### config.mk
export PLATFORM = sky130hd
export DESIGN_NAME = rename_sched
export DESIGN_NICKNAME = d
export VERILOG_FILES = /design/src/rtl/rename_sched_pkg.sv /design/src/rtl/rename_sched_tag_picker.sv /design/src/rtl/rename_sched.sv
export SDC_FILE = /design/constraint.sdc
export NUM_CORES = 1
export LEC_CHECK = 0
export ABC_CLOCK_PERIOD_IN_PS = 22000
export CORE_UTILIZATION = 55
export DETAILED_ROUTE_END_ITERATION = 8
export GPL_ROUTABILITY_DRIVEN = 0
export PLACE_DENSITY = 0.85
export SYNTH_ARGS = -nofsm -noshare
export SYNTH_HDL_FRONTEND = slang
export SYNTH_HIERARCHICAL = 1
export SYNTH_SLANG_ARGS = --single-unit
export TNS_END_PERCENT = 30
### constraint.sdc
create_clock -name clk -period 22 [get_ports clk]
set_input_delay 2.2 -clock clk [delete_from_list [all_inputs] [get_ports clk]]
set_output_delay 2.2 -clock clk [all_outputs]
set_load 0.1 [all_outputs]
### src/rtl/rename_sched_pkg.sv
// Shared types and helpers for the rename tag allocation controller.
package rename_sched_pkg;

    localparam int TAG_W = 6;
    localparam int IDX_W = TAG_W - 1;

    typedef logic [TAG_W-1:0] rename_tag_t;

    typedef enum logic {
        RUN     = 1'b0,
        RECOVER = 1'b1
    } sched_state_t;

    // Rename tags live above the architectural registers: bit5 marks a rename tag.
    function automatic rename_tag_t make_tag(input logic [IDX_W-1:0] idx);
        return {1'b1, idx};
    endfunction

endpackage

### src/rtl/rename_sched_tag_picker.sv
// Combinational priority picker: lowest and second-lowest set bit of a free vector.
module rename_sched_tag_picker
    import rename_sched_pkg::*;
#(
    parameter int TAGS = 32
)(
    input  logic [TAGS-1:0]  free_vec,
    output logic [IDX_W-1:0] first_idx,
    output logic             first_found,
    output logic [IDX_W-1:0] second_idx,
    output logic             second_found
);

    logic [TAGS-1:0] rest_s;

    // Scan downward so the last hit is the lowest index; mask it and scan again.
    always_comb begin
        first_idx    = '0;
        first_found  = 1'b0;
        second_idx   = '0;
        second_found = 1'b0;
        rest_s       = free_vec;
        for (int i = TAGS - 1; i >= 0; i--) begin
            if (free_vec[i]) begin
                first_idx   = IDX_W'(i);
                first_found = 1'b1;
            end else begin
                first_idx   = first_idx;
            end
        end
        if (first_found) begin
            rest_s[first_idx] = 1'b0;
        end else begin
            rest_s = free_vec;
        end
        for (int i = TAGS - 1; i >= 0; i--) begin
            if (rest_s[i]) begin
                second_idx   = IDX_W'(i);
                second_found = 1'b1;
            end else begin
                second_idx   = second_idx;
            end
        end
    end

endmodule

### src/rtl/rename_sched.sv
// Rename tag pool allocation controller: in-order two-lane allocation,
// commit-stage release and multi-cycle pool reclaim after a flush.
// Optional feature macro: RENAME_SCHED_STATS_EN adds the stall_cycles counter.
module rename_sched
    import rename_sched_pkg::*;
#(
    parameter int TAGS            = 32,
    parameter int CLEAR_PER_CYCLE = 4
)(
    input  logic             clk,
    input  logic             reset,
    input  logic [1:0]       req,
    output logic [1:0]       grant,
    output rename_tag_t      tag [2],
    output logic             stall,
    input  logic [1:0]       release_valid,
    input  rename_tag_t      release_tag [2],
    input  logic             flush,
    output logic             busy,
    output logic [IDX_W:0]   free_count
`ifdef RENAME_SCHED_STATS_EN
    ,
    output logic [31:0]      stall_cycles
`endif
);

    sched_state_t     state_r, state_next_s;
    logic [IDX_W-1:0] clr_idx_r, clr_idx_next_s;
    logic [TAGS-1:0]  in_use_r, in_use_next_s;
    logic [TAGS-1:0]  set_mask_s, rel_mask_s, grp_mask_s;
    logic [1:0]       grant_next_s;
    rename_tag_t      tag_next_s [2];
    logic             stall_next_s;
    logic [IDX_W:0]   used_cnt_s;
    logic [IDX_W-1:0] first_idx_s, second_idx_s;
    logic             first_found_s, second_found_s;

    rename_sched_tag_picker #(.TAGS(TAGS)) u_picker (
        .free_vec     (~in_use_r),
        .first_idx    (first_idx_s),
        .first_found  (first_found_s),
        .second_idx   (second_idx_s),
        .second_found (second_found_s)
    );

    // Next-state, bitmap update and next registered outputs.
    always_comb begin
        state_next_s   = state_r;
        clr_idx_next_s = clr_idx_r;
        in_use_next_s  = in_use_r;
        set_mask_s     = '0;
        rel_mask_s     = '0;
        grp_mask_s     = '0;
        grant_next_s   = 2'b00;
        tag_next_s[0]  = '0;
        tag_next_s[1]  = '0;
        stall_next_s   = 1'b0;
        if (flush) begin
            // Flush wins in any state: no grants, releases dropped, walk restarts.
            state_next_s   = RECOVER;
            clr_idx_next_s = '0;
            stall_next_s   = |req;
        end else begin
            case (state_r)
                RUN: begin
                    if (req[0] && first_found_s) begin
                        grant_next_s[0]         = 1'b1;
                        tag_next_s[0]           = make_tag(first_idx_s);
                        set_mask_s[first_idx_s] = 1'b1;
                    end else begin
                        grant_next_s[0] = 1'b0;
                    end
                    // Lane 1 never overtakes a stalled lane 0.
                    if (req[1] && req[0]) begin
                        if (grant_next_s[0] && second_found_s) begin
                            grant_next_s[1]          = 1'b1;
                            tag_next_s[1]            = make_tag(second_idx_s);
                            set_mask_s[second_idx_s] = 1'b1;
                        end else begin
                            grant_next_s[1] = 1'b0;
                        end
                    end else if (req[1]) begin
                        if (first_found_s) begin
                            grant_next_s[1]         = 1'b1;
                            tag_next_s[1]           = make_tag(first_idx_s);
                            set_mask_s[first_idx_s] = 1'b1;
                        end else begin
                            grant_next_s[1] = 1'b0;
                        end
                    end else begin
                        grant_next_s[1] = 1'b0;
                    end
                    for (int r = 0; r < 2; r++) begin
                        if (release_valid[r] && release_tag[r][TAG_W-1]) begin
                            rel_mask_s[release_tag[r][IDX_W-1:0]] = 1'b1;
                        end else begin
                            rel_mask_s = rel_mask_s;
                        end
                    end
                    // Clear before set: releasing an already-free tag must not undo a new grant.
                    in_use_next_s = (in_use_r & ~rel_mask_s) | set_mask_s;
                    stall_next_s  = (req[0] & ~grant_next_s[0]) | (req[1] & ~grant_next_s[1]);
                end
                RECOVER: begin
                    stall_next_s = |req;
                    for (int i = 0; i < CLEAR_PER_CYCLE; i++) begin
                        grp_mask_s[clr_idx_r + IDX_W'(i)] = 1'b1;
                    end
                    in_use_next_s = in_use_r & ~grp_mask_s;
                    if (clr_idx_r == IDX_W'(TAGS - CLEAR_PER_CYCLE)) begin
                        state_next_s   = RUN;
                        clr_idx_next_s = '0;
                    end else begin
                        clr_idx_next_s = clr_idx_r + IDX_W'(CLEAR_PER_CYCLE);
                    end
                end
                default: begin
                    state_next_s   = RUN;
                    clr_idx_next_s = '0;
                end
            endcase
        end
    end

    // Population count of the post-update bitmap for free_count.
    always_comb begin
        used_cnt_s = '0;
        for (int i = 0; i < TAGS; i++) begin
            used_cnt_s = used_cnt_s + (IDX_W+1)'(in_use_next_s[i]);
        end
    end

    // State, bitmap and registered outputs.
    always_ff @(posedge clk or posedge reset) begin
        if (reset) begin
            state_r    <= RUN;
            clr_idx_r  <= '0;
            in_use_r   <= '0;
            grant      <= 2'b00;
            tag[0]     <= '0;
            tag[1]     <= '0;
            stall      <= 1'b0;
            busy       <= 1'b0;
            free_count <= (IDX_W+1)'(TAGS);
        end else begin
            state_r    <= state_next_s;
            clr_idx_r  <= clr_idx_next_s;
            in_use_r   <= in_use_next_s;
            grant      <= grant_next_s;
            tag[0]     <= tag_next_s[0];
            tag[1]     <= tag_next_s[1];
            stall      <= stall_next_s;
            busy       <= (state_next_s == RECOVER);
            free_count <= (IDX_W+1)'(TAGS) - used_cnt_s;
        end
    end

`ifdef RENAME_SCHED_STATS_EN
    // Saturating count of cycles with stall asserted; only reset clears it.
    always_ff @(posedge clk or posedge reset) begin
        if (reset) begin
            stall_cycles <= 32'd0;
        end else if (stall && (stall_cycles != 32'hFFFF_FFFF)) begin
            stall_cycles <= stall_cycles + 32'd1;
        end else begin
            stall_cycles <= stall_cycles;
        end
    end
`endif

endmodule
Yosys cells after proc, flatten, opt, wreduce, memory -nomap -nowiden
Index checks and enable logic that the tools add are counted.
{"block": "totals", "ff_bits": 59, "input_bits": 19}
{"block": "classes", "n_addsub": 36, "order_cmp": 16, "n_eq_ne": 1, "mux": 188, "bitwise_logic": 20, "reduce_logical": 15}
{"cell": "$mux 32", "n": 17}
{"cell": "$mux 5", "n": 67}
{"cell": "$or 32x32->32", "n": 7}
{"cell": "$add 6x1->6", "n": 26}
{"cell": "$not 32->32", "n": 4}
{"cell": "$and 32x32->32", "n": 3}
{"cell": "$mux 1", "n": 85}
{"cell": "$pmux 32 s2", "n": 1}
{"cell": "$lt 5x6->1 const B", "n": 8}
{"cell": "$demux 1 s5", "n": 8}
{"cell": "$ge 5x1->1 const B", "n": 8}
{"cell": "$mux 6", "n": 5}
{"cell": "$mux 12", "n": 2}
{"cell": "$logic_and 1x1->1", "n": 13}
{"cell": "$add 5x2->5 const B", "n": 2}
{"cell": "$add 5x1->6", "n": 1}
{"cell": "$sub 6x6->6 const A", "n": 1}
{"cell": "$add 4x1->5", "n": 1}
{"cell": "$add 5x1->5 const B", "n": 1}
{"cell": "$add 5x3->5 const B", "n": 1}
{"cell": "$eq 5x5->1 const B", "n": 1}
{"cell": "$add 3x1->4", "n": 1}
{"cell": "$mux 2", "n": 2}
{"cell": "$add 2x1->3", "n": 1}
{"cell": "7 further kinds", "n": 10}

Depth between registers and ports, before layout
{"block": "logic_depth", "ltp_word": 116, "depth_mapped": 36, "ltp_nobuf": 34}

Hierarchy
The synthesis kept the hierarchy.
{"mod": "rename_sched", "instances": 1, "cells_per_inst": 536, "area_per_inst_um2": 4743.3, "seq_area_each_um2": 1377.6}
{"mod": "rename_sched_tag_picker", "instances": 1, "cells_per_inst": 206, "area_per_inst_um2": 1278.7, "seq_area_each_um2": 0.0}

Least setup slack after synthesis
No wires, ideal clock.
{"block": "synth_timing", "path_type": "reg2reg", "startpoint": "reg in_use_r[15]", "endpoint": "reg free_count[4]", "setup_ps": 122, "arrival_time_ps": 8575, "setup_slack_ps": 13302, "stages_incl_launch_ff": 30, "n_path_buf": 1, "period_less_slack_ps": 8698, "path_cell_list": "dfrtp_1 inv_1 or4_1 or3_1 a311o_1 nand3_2 buf_6 and2_4 nand2_4 o32a_1 a221oi_1 o21ai_1 a221oi_1 nand4_1 or2_2 o22a_1 o21a_1 fa_1 ha_1 fa_1 inv_1 fa_1 fa_1 fa_1 fa_1 inv_1 fa_1 ha_1 fa_1 xor2_1"}
{"block": "synth_between", "elab_chain_len": 100}
{"element": "start: declaration", "line_no": "rename_sched.sv:29", "text": "logic [TAGS-1:0] in_use_r, in_use_next_s;"}
{"element": "start signal: assignment", "line_no": "rename_sched.sv:148", "text": "in_use_r <= in_use_next_s;"}
{"element": "$not 32->32 (*)", "line_no": "rename_sched.sv:39", "text": ".free_vec (~in_use_r),"}
{"element": "$mux 5 (16 in series)", "line_no": "rename_sched_tag_picker.sv:24", "text": "if (free_vec[i]) begin"}
{"element": "$lt 5x6->1 (implied by the code) / $ge 5x1->1 (equally long branches)", "line_no": "rename_sched_tag_picker.sv:32", "text": "rest_s[first_idx] = 1'b0;"}
{"element": "$logic_and 1x1->1 (implied by the code)", "line_no": "rename_sched_tag_picker.sv:32"}
{"element": "$mux 1 (implied by the code)", "line_no": "rename_sched_tag_picker.sv:32"}
{"element": "$demux 1 s5"}
{"element": "$not 32->32 (no source line)"}
{"element": "$and 32x32->32 (no source line)"}
{"element": "(+33 left out)"}
{"element": "via second_idx_s[1]", "line_no": "rename_sched.sv:35", "text": "logic [IDX_W-1:0] first_idx_s, second_idx_s;"}
{"element": "(+12 left out)"}
{"element": "$add 1x1->2", "line_no": "rename_sched.sv:129", "text": "used_cnt_s = used_cnt_s + (IDX_W+1)'(in_use_next_s[i]);"}
{"element": "$add 2x1->3", "line_no": "rename_sched.sv:129"}
{"element": "$add 3x1->4", "line_no": "rename_sched.sv:129"}
{"element": "$add 4x1->5", "line_no": "rename_sched.sv:129"}
{"element": "$add 5x1->6", "line_no": "rename_sched.sv:129"}
{"element": "$add 6x1->6 (25 in series)", "line_no": "rename_sched.sv:129"}
{"element": "$add 6x1->6 (*)", "line_no": "rename_sched.sv:129"}
{"element": "$sub 6x6->6 (*)", "line_no": "rename_sched.sv:154", "text": "free_count <= (IDX_W+1)'(TAGS) - used_cnt_s;"}
{"element": "end signal: assignment", "line_no": "rename_sched.sv:144", "text": "free_count <= (IDX_W+1)'(TAGS);"}
{"element": "end signal: assignment", "line_no": "rename_sched.sv:154"}
{"element": "end: declaration", "line_no": "rename_sched.sv:20", "text": "output logic [IDX_W:0] free_count"}
Mark *: on every way through the listed nets, which the timed path passes. The rest lies on a longest branch. The select of a mux whose other input is x is not followed.
A chain may end at the register's enable or synchronous reset.

Final worst setup path
{"block": "layout_timing", "startpoint": "reg in_use_r[15]", "endpoint": "reg free_count[4]"}
{"block": "layout_between", "elab_chain_len": 100}
{"element": "$not 32->32 (*)", "line_no": "rename_sched.sv:39"}
{"element": "$mux 5 (*) (16 in series)", "line_no": "rename_sched_tag_picker.sv:24"}
{"element": "via first_idx_s[1]", "line_no": "rename_sched.sv:35"}
{"element": "$lt 5x6->1 (implied by the code) / $ge 5x1->1 (equally long branches)", "line_no": "rename_sched_tag_picker.sv:32"}
{"element": "$logic_and 1x1->1 (implied by the code)", "line_no": "rename_sched_tag_picker.sv:32"}
{"element": "$mux 1 (implied by the code)", "line_no": "rename_sched_tag_picker.sv:32"}
{"element": "$demux 1 s5 (*)"}
{"element": "$not 32->32 (no source line) (*)"}
{"element": "(+34 left out)"}
{"element": "via second_idx_s[1]", "line_no": "rename_sched.sv:35"}
{"element": "(+12 left out)"}
{"element": "$add 1x1->2", "line_no": "rename_sched.sv:129"}
{"element": "$add 2x1->3", "line_no": "rename_sched.sv:129"}
{"element": "$add 3x1->4", "line_no": "rename_sched.sv:129"}
{"element": "$add 4x1->5", "line_no": "rename_sched.sv:129"}
{"element": "$add 5x1->6", "line_no": "rename_sched.sv:129"}
{"element": "$add 6x1->6 (25 in series)", "line_no": "rename_sched.sv:129"}
{"element": "$add 6x1->6 (*)", "line_no": "rename_sched.sv:129"}
{"element": "$sub 6x6->6 (*)", "line_no": "rename_sched.sv:154"}
Marked as above.

==> metrics.md <==
| Metric | Value |
|---|---|
| Status | completed |
| CTS tree | done |
| Ys flop type | dfrtp_1 |
| RSZ-0062 raised after global routing | false |
| PD cells | 60.9 nW/µm² |
| Longest Clk Path Bufs | 2 |
| Antenna violations before repair | 0 |
| Total number of yosys warnings | 6 |
| Yosys cell types | 85 |
| CP max stage cell | a221oi_1 |
| Synth area leaders | dfrtp_1 22%, fa_1 8.0%, ha_1 6.6% |
| Post-synth ARST share | 100% |
| Boundary Pins | 41 |
| Fin nets | 831 |
| # diodes | 0 |
| Crit Path Max Fanout | 16 |
| Area Overhead vs Synth | 8.60% |
| Critical Path AT | 10.30 ns |
| Layout fillers | 889 |
| Min Hold Slack | 0.567 ns |
| Seq/Total Area, Yosys | 22.9% |
| Final slew viol count | 0 |
| Largest net degree at the start of global routing | 56 |
| Clk slew on worst S/H paths | 0.10 ns |
| Row count | 37 |
| Final Hold Vio Count | 0 |
| Resize count post-CTS | 0 |
| Crit path kind | reg2reg |
| Most used cell, CP | fa_1 |
| Chip Width | 107 µm |
| Synth Cell Area | 6020 µm² |
| Root Driver | clkbuf_8 |
| Core footprint | 10500 µm² |
| Type of the worst min-delay path | reg2reg |
| Largest area contributor in the netlist | dfrtp_1 |
| All-Layer GR Usage | 35.2% |
| Antenna viol nets, final | 0 |
| CTS H-tree depth | 2 |
| Share of cells above drive strength 1 | 6.47% |
| Via count | 6487 |
| Average cell area after synthesis | 8.12 µm² |
| Leakage | 2.50 nW |
| TritonRoute pass-1 iters | 8 |
| Mapped Nets | 817 |
| WL/cell | 21.8 µm |
| Initial Utilization | 57.6% |
| Max rail drop VDD | 0.000151 V |
| # port buffers | 40 |
| DRT iter0 DRCs | 1018 |
| CTS buffer count | 5 |
| Finished Cell Area | 6540 µm² |
| Avg Vias per Cell | 7.26 |
| Worst clock skew | 0.00504 ns |
| Crit path largest cell delay | 0.59 ns |
| WP data required | 22.22 ns |
| Post-CTS setup buffers | 0 |
| Final Power | 398 µW |
| Post-DP Area | 6440 µm² |
| Crit path launch type | register |
| Grt ovf | 0 |
| Crit path time final | 10.08 ns |
| Worst-skew pair later-pin latency | 0.32 ns |
| # hold bufs at CTS | 0 |
| Max Fclk | 99.2 MHz |
| DRC Markers | 0 |
| Worst-Margin Slew | 1.30 ns |
| Number of synthesized register bits | 55 |
| Post-synth EDFFs | 0 |
| Vias in the first global route | 6277 |
| Final wirelength | 19.5 mm |
| First-pass GRT wire length | 31.5 mm |
| Die Area | 11400 µm² |
| Share of the synthesized area in the top cell type | 22.4% |
| Synthesized netlist cell count | 742 |
| Setup violations, final | 0 |
| HPWL Detailed | 15.2 mm |
| Max-slew headroom | 13.4% |
| Hold Path Depth | 1 |
| Clock sinks | 55 |
| Setup crit end kind | register |
| Final period util | 45.8% |
| Die Span Y | 107 µm |
| Max Cap Viol | 0 |
| Sum of negative setup slack | 0 ns |
| Reg2Reg Depth | 29 |
placed cells by master (no fill, tap or decap), drive strengths merged, types with 12 or more instances in the layout:
cell type / instances
nor4: 14
nand2: 41
nand3: 18
nor2: 45
or3: 15
fa: 24
o22a: 12
clkdlybuf4s50: 40
o31ai: 13
a31oi: 13
inv: 87
ha: 32
dfrtp: 54
a21oi: 43
o21ai: 43
nor3: 32
o22ai: 26
cell usage after synthesis, drive strengths merged (9+ instances only):
| master | count |
|---|---|
| clkbuf | 25 |
| fa | 24 |
| nor2 | 45 |
| nand3 | 18 |
| nand3b | 11 |
| and2 | 11 |
| nor4 | 14 |
| dfrtp | 54 |
| o22a | 12 |
| o22ai | 26 |
| nand2 | 41 |
| o31ai | 13 |
| o21a | 11 |
| a21oi | 43 |
| inv | 87 |
| nand2b | 10 |
| o21ai | 43 |
| or3 | 15 |
| buf | 13 |
| nand4 | 9 |
| a31oi | 13 |
| nor3 | 32 |
| ha | 32 |
sequential cells by signal, indices dropped and copies added (netlist names):
signal / cells
clr_idx_r: 3
free_count: 6
grant: 2
in_use_r: 32
stall: 1
state_r: 1
tag: 10
report_power, final:
| part | total (mW) | switching [mW] | internal (mW) |
|---|---|---|---|
| sequential | 0.116 | 0.00370 | 0.113 |
| clock | 0.0628 | 0.0369 | 0.0258 |
| combinational | 0.219 | 0.139 | 0.0803 |
final cells by class:
class                   instances  area [µm²]  area share [%]
clock buffers                   6        82.6            1.26
clock inverters                 2        16.3           0.249
inverters                      87         327            4.99
multi-input cells             561        4120            63.0
flip-flops and latches         55        1380            21.1
well taps                     136         170            2.60
repair buffers                 46         445            6.81
stage by stage:
step                      utilization, %  setup slack (ns)  cells
final                               62.5             11.92    893
after global routing                62.5             11.43    893
after CTS                           62.5             12.15    893
after detailed placement            61.6             12.15    885
after global placement              61.6             12.50    885
after floorplan                        -             13.30    742
metal layers:
layer	track usage [%]	up-vias	share of wire [%]
li1	-	2798	-
met1	43.4	2998	36
met2	57.2	543	46
met3	8.21	148	12
met4	18.5	0	5.9
met5	0	-	0
critical path, delay by kind of cell, from the launching register on:
family,cells,cell delay [ns]
buffers and inverters,4,0.58
XOR/XNOR,1,0.16
adder cells (fa/ha/maj),10,4.43
AO/OA/AOI/OAI,6,1.81
flip-flops,1,0.38
AND/OR/NAND/NOR,8,2.62
worst paths after layout:
kind,slack (ns),from,to
min reg2reg,0.57,in_use_r[15],in_use_r[15]
max,11.92,in_use_r[15],free_count[4]
min,0.57,in_use_r[15],in_use_r[15]
max in group asynchronous,19.09,reset,in_use_r[11]
max reg2reg,11.92,in_use_r[15],free_count[4]
min in group asynchronous,2.38,reset,tag[9]
logic make-up (layout without fill, tap and decap cells):
| family | Yosys count | count (layout) | share of synthesized area, % |
|---|---|---|---|
| xor+xnor | 2 | 2 | 0.291 |
| compound gates | 243 | 243 | 28.5 |
| flops | 55 | 55 | 22.9 |
| mux | 1 | 1 | 0.166 |
| fa+ha+maj | 56 | 56 | 14.6 |
| simple gates | 259 | 259 | 24.8 |
| buf+inv | 126 | 141 | 8.68 |
Note: power is estimated with default switching activity, not from simulation.
